<file path="config.mk">
export PLATFORM = sky130hd
export DESIGN_NAME = drum_step_scheduler
export DESIGN_NICKNAME = d
export VERILOG_FILES = /design/src/rtl/drum_step_scheduler.sv
export SDC_FILE = /design/constraint.sdc
export NUM_CORES = 1
export LEC_CHECK = 0
export CORE_ASPECT_RATIO = 0.6
export CORE_MARGIN = 2
export CORE_UTILIZATION = 23
export DETAILED_ROUTE_END_ITERATION = 16
export GPL_TIMING_DRIVEN = 0
export SLEW_MARGIN = 30
export SYNTH_ARGS = -nofsm -noshare
export SYNTH_HDL_FRONTEND = slang
export SYNTH_SLANG_ARGS = --single-unit
</file>
<file path="constraint.sdc">
create_clock -name clk -period 2.5 [get_ports clk]
set_input_delay 0.625 -clock clk [delete_from_list [all_inputs] [get_ports clk]]
set_output_delay 0.625 -clock clk [all_outputs]
set_load 0.01 [all_outputs]
</file>
<file path="src/rtl/drum_step_scheduler.sv">
// Four-instrument step sequencer: loads patterns and tempo via a go-driven
// mode FSM, then plays 8-step patterns, emitting trigger pulses aligned to
// the audio sample strobe.
module drum_step_scheduler (
  input  logic       clk,
  input  logic       reset,
  input  logic       go,
  input  logic [7:0] sel,
  input  logic       beat_tick,
  input  logic       sample_tick,
  output logic [7:0] ins1_pat,
  output logic [7:0] ins2_pat,
  output logic [7:0] ins3_pat,
  output logic [7:0] ins4_pat,
  output logic [7:0] bpm,
  output logic [2:0] step,
  output logic [3:0] trig,
  output logic       play,
  output logic [2:0] mode,
  output logic       dropped
);

  localparam int unsigned PAT_W   = 8;
  localparam int unsigned STEP_W  = 3;
  localparam int unsigned NUM_INS = 4;
  localparam int unsigned MODE_W  = 3;

  typedef enum logic [MODE_W-1:0] {
    S_LD1  = 3'd0,
    S_LD2  = 3'd1,
    S_LD3  = 3'd2,
    S_LD4  = 3'd3,
    S_BPM  = 3'd4,
    S_PLAY = 3'd5
  } state_t;

  state_t              state;
  state_t              state_next;
  logic                go_q;
  logic                go_edge_c;
  logic                in_play_c;
  logic                enter_play_c;
  logic                fire_c;
  logic [STEP_W-1:0]   step_inc_c;
  logic [NUM_INS-1:0]  beat_bits_c;
  logic [NUM_INS-1:0]  pending;

  assign go_edge_c    = go & ~go_q;
  assign in_play_c    = (state == S_PLAY);
  assign enter_play_c = (state == S_BPM) & go_edge_c;
  assign step_inc_c   = step + STEP_W'(1);
  // Bit (7-n) of each pattern plays on step n; ~n equals 7-n for a 3-bit index.
  assign beat_bits_c  = {ins4_pat[~step_inc_c], ins3_pat[~step_inc_c],
                         ins2_pat[~step_inc_c], ins1_pat[~step_inc_c]};
  // A sample strobe fires only when no beat or mode change claims this cycle.
  assign fire_c       = in_play_c & ~go_edge_c & ~beat_tick & sample_tick & (|pending);
  assign mode         = MODE_W'(state);

  // Previous-cycle go; resets high so go held through reset is not an edge.
  always_ff @(posedge clk or negedge reset) begin
    if (!reset) go_q <= 1'b1;
    else        go_q <= go;
  end

  // Mode state register.
  always_ff @(posedge clk or negedge reset) begin
    if (!reset) state <= S_LD1;
    else        state <= state_next;
  end

  // Next-state logic: advance one mode per go edge; illegal codes recover.
  always_comb begin
    state_next = state;
    case (state)
      S_LD1:   if (go_edge_c) state_next = S_LD2;
      S_LD2:   if (go_edge_c) state_next = S_LD3;
      S_LD3:   if (go_edge_c) state_next = S_LD4;
      S_LD4:   if (go_edge_c) state_next = S_BPM;
      S_BPM:   if (go_edge_c) state_next = S_PLAY;
      S_PLAY:  if (go_edge_c) state_next = S_LD1;
      default: state_next = S_LD1;
    endcase
  end

  // Play indicator tracks the state being entered.
  always_ff @(posedge clk or negedge reset) begin
    if (!reset) play <= 1'b0;
    else        play <= (state_next == S_PLAY);
  end

  // Pattern and tempo capture on the go edge that leaves each load mode.
  always_ff @(posedge clk or negedge reset) begin
    if (!reset) begin
      ins1_pat <= '0;
      ins2_pat <= '0;
      ins3_pat <= '0;
      ins4_pat <= '0;
      bpm      <= PAT_W'(120);
    end else if (go_edge_c) begin
      case (state)
        S_LD1:   ins1_pat <= sel;
        S_LD2:   ins2_pat <= sel;
        S_LD3:   ins3_pat <= sel;
        S_LD4:   ins4_pat <= sel;
        S_BPM:   bpm      <= (sel == '0) ? PAT_W'(1) : sel;
        default: ;
      endcase
    end
  end

  // Step pointer, pending triggers and overwrite flag.
  always_ff @(posedge clk or negedge reset) begin
    if (!reset) begin
      step    <= '0;
      pending <= '0;
      dropped <= 1'b0;
    end else if (!in_play_c) begin
      pending <= '0;
      step    <= enter_play_c ? STEP_W'(7) : STEP_W'(0);
    end else if (go_edge_c) begin
      pending <= '0;
      step    <= '0;
    end else if (beat_tick) begin
      step    <= step_inc_c;
      pending <= beat_bits_c;
      if (|pending) dropped <= 1'b1;
    end else if (fire_c) begin
      pending <= '0;
    end
  end

  // One-cycle trigger pulse released on the sample strobe.
  always_ff @(posedge clk or negedge reset) begin
    if (!reset) trig <= '0;
    else        trig <= fire_c ? pending : '0;
  end

endmodule

</file>
==> results.tsv <==
stage	metric	value	unit
power	P per Cell Area	1240	nW/um^2
power	switch share	30.9	%
global_routing	number of global-route vias before repair	1861	
timing	period utilisation layout	90.3	%
place	Final GP Congestion	0.765	
synthesis	register area share after synthesis	57.5	%
worst_setup_path	crit path max-delay cell type	dfrtp_1	
drt	via count	1799	
finish	sequential cell area	1430	sq um
cts	total CTS buffers	9	
timing	Final setup viols	0	
job	max_cap viols	0	
worst_setup_path	WP buf/inv	2	
place	placed cell areas	3310	sq um
cts	H-tree depth	3	
power	maximum vdd drop	0.503	mV
timing	RSZ-0062 raised after global routing	false	
floorplan	die area	11700	sq um
drt	WL/cell	17.3	um
worst_setup_path	reg2reg setup slack	0.24	ns
drt	Via density	4.50	
finish	proportion of layout cells with a drive suffix above 1	27.6	%
finish	Multi-input gate area	1030	sq um
floorplan	# IOs	65	
finish	Design Area, Final	3610	sq um
drt	Pre-antenna DRT Iters	4	
finish	Fillers	1025	
worst_setup_path	critical path's top delay family	buffers and inverters	
timing	final clock skew	0.00602	ns
timing	final setup TNS	0	ns
finish	nets	270	
worst_setup_path	Most common cell on crit path	buf_2	
power	Overall Power	4.48	mW
cts	Hold Buf Count CTS	0	
power	share of power burned in registers	35.8	%
finish	area grow syn2layout	44.9	%
cts	Clock Sinks	57	
global_routing	gr usage total	12.9	%
worst_setup_path	Crit Path Class	reg2reg	
worst_setup_path	worst path cell trace	ha_1 > buf_2 > buf_2 > mux2i_1 > a22oi_1 > a32o_1	
timing	Slew Limit Fails	0	
drt	DRT Wirelength	6920	um
place	Buffers on Ports	63	
power	Switch Pwr	1.38	mW
worst_setup_path	data required time of the worst path	2.71	ns
drt	DRC	0	
finish	diode count	0	
power	LEAKAGE	1.50	nW
synthesis	synthesized cell area	2490	sq um
worst_setup_path	reg2reg path depth	6	
cts	CTS clk-pin slew, worst paths	0.05	ns
worst_setup_path	worst-path fanout max	10	
synthesis	synthesis-stage register bit count	57	
drt	Iter 0 DRT Violations	51	
cts	CTS max path bufs	2	
global_routing	first-pass GRT wire length	11200	um
synthesis	Synth Net Count	195	
cts	Post-CTS Resized	0	
power	clock group share of total power	26.9	%
worst_setup_path	Crit. End Element	register	
status	status	complete, no violations	
global_routing	pin count of the biggest net entering global routing	35	
worst_setup_path	CP peak stage delay	0.49	ns
place	# placed instances	384	
worst_setup_path	Worst R2R End	pending[3]	
floorplan	Core ar.	10600	sq um
synthesis	Yosys top cell area share	52.2	%
power	Combinational Power Share	37.3	%
worst_hold_path	Min-Delay Path Class	in2async	
cts	Setup Fix Bufs, Post-CTS	0	
place	Final HPWL DP	5100	um
worst_setup_path	reg2reg start	step[0]	
cts	Worst-Skew Late Latency	0.33	ns
timing	Least-Margin Pin Slew	0.621	ns
synthesis	Syn Area/Cell	13.8	sq um
global_routing	initial antenna violation count	0	
global_routing	GRT overflow	0	
floorplan	Die W	138	um
worst_setup_path	critical path launch point type	register	
worst_setup_path	worst path arrival time	2.47	ns
power	Int Power	3.10	mW
timing	crit path time final	2.26	ns
floorplan	row cnt	29	
drt	post-route ant nets	0	
finish	Non-Filler Instances	400	
floorplan	Die H	84.6	um
synthesis	Netlist cell types	35	
timing	final count of hold timing violations	0	
synthesis	Syn. warnings	0	
synthesis	top post-synthesis cells by area	dfrtp_1 52%, mux2_2 18%, mux2i_1 6.4%	
cts	Root Buffer	clkbuf_16	
timing	f_max	443	MHz
cts	TritonCTS clock tree	yes	
synthesis	Mapped Cells	181	
timing	Worst slew margin	58.3	%
floorplan	initial core utilization	23.6	%
synthesis	area leader, netlist	dfrtp_1	
==> layout make-up <==
cell class	instances	share of cell area, %
repair buffers	64	18.0
multi-input cells	117	28.5
well taps	139	4.82
clock inverters	6	1.59
flip-flops and latches	57	39.7
inverters	2	0.208
plain buffers	5	0.659
clock buffers	10	6.62
==> cell usage in the layout, fill, tap and decap left out, types with 2 or more instances in the layout <==
cell | synthesis | layout
a32o_1 | 4 | 4
mux2i_1 | 16 | 16
clkbuf_16 | 0 | 9
a21oi_1 | 7 | 7
inv_1 | 2 | 2
xor2_1 | 2 | 2
dfstp_2 | 5 | 5
and3_1 | 4 | 4
nand2_1 | 4 | 4
o21bai_1 | 2 | 2
clkinv_2 | 0 | 4
nand2b_1 | 2 | 2
o21ai_0 | 2 | 2
buf_2 | 4 | 4
a22oi_1 | 6 | 6
nor2_1 | 5 | 5
a21o_1 | 2 | 2
mux2_2 | 39 | 39
nand3_1 | 5 | 5
nor4_1 | 2 | 2
dfrtp_1 | 52 | 52
clkdlybuf4s50_1 | 0 | 62
==> per-stage QoR <==
step	worst slack [ns]	utilization (%)	hold slack, ns
6_report	0.242	34.2	0.203
3_5_place_dp	0.0470	31.4	0.497
5_1_grt	0.0743	34.2	0.215
3_3_place_gp	-0.966	31.2	0.476
2_1_floorplan	0.613	-	0.329
4_1_cts	0.237	34.2	0.202
==> kinds of logic (layout without fill, tap and decap cells) <==
| group | Yosys count | after routing | share of synthesized area (%) |
|---|---|---|---|
| AOI/OAI and AO/OA | 26 | 26 | 7.63 |
| xor gates and xnor gates | 3 | 3 | 1.05 |
| adders and majority gates | 1 | 1 | 0.502 |
| buffers and inverters | 7 | 87 | 1.26 |
| DFF | 57 | 57 | 57.5 |
| muxes | 55 | 55 | 24.1 |
| and+or+nand+nor | 32 | 32 | 7.99 |
==> metal layers <==
layer,share of wire (%),track usage (%)
met5,0,0
met4,1.1,3.62
met3,7.2,5.48
met2,41,17.5
met1,51,18.7
==> worst max path at each step <==
stage	from	to	slack, ns	cells after the start
global placement	reset	ins1_pat[1]	-0.97	1
CTS	step[0]	pending[3]	0.24	6
finish	step[0]	pending[3]	0.24	6
detailed placement	go	ins4_pat[7]	0.05	4
floorplan	step[0]	pending[3]	0.61	6
global route	step[0]	pending[3]	0.07	6
==> flip-flops by register name (all words and copies together), names as in the netlist, 3 cells and up <==
register	cells
mode	3
ins4_pat	8
ins1_pat	8
ins2_pat	8
pending	4
step	3
ins3_pat	8
bpm	8
trig	4
==> cell usage after synthesis (all sizes together) <==
master	n
a32o	4
nand3b	2
nor2	5
a22oi	6
ha	1
and2	1
o21bai	2
nor3b	2
clkbuf	1
xnor2	1
o31a	1
a21o	2
nand4	1
mux2	39
dfstp	5
nand2b	2
inv	2
a21oi	7
xor2	2
or4	1
and2b	1
dfrtp	52
nand2	4
nor3	1
a31o	1
nand3	5
o21ai	2
a211oi	1
mux2i	16
and3	4
nor2b	1
nor4	2
buf	4
==> power groups by stage <==
stage	combinational [mW]	clock, mW	sequential, mW
3_5_place_dp	1.69	0	1.62
4_1_cts	1.70	1.24	1.61
2_1_floorplan	0.601	0	1.72
3_3_place_gp	1.67	0	1.60
6_report	1.67	1.21	1.60
5_1_grt	1.80	1.29	1.66
Note: power is estimated with default switching activity, not from simulation.
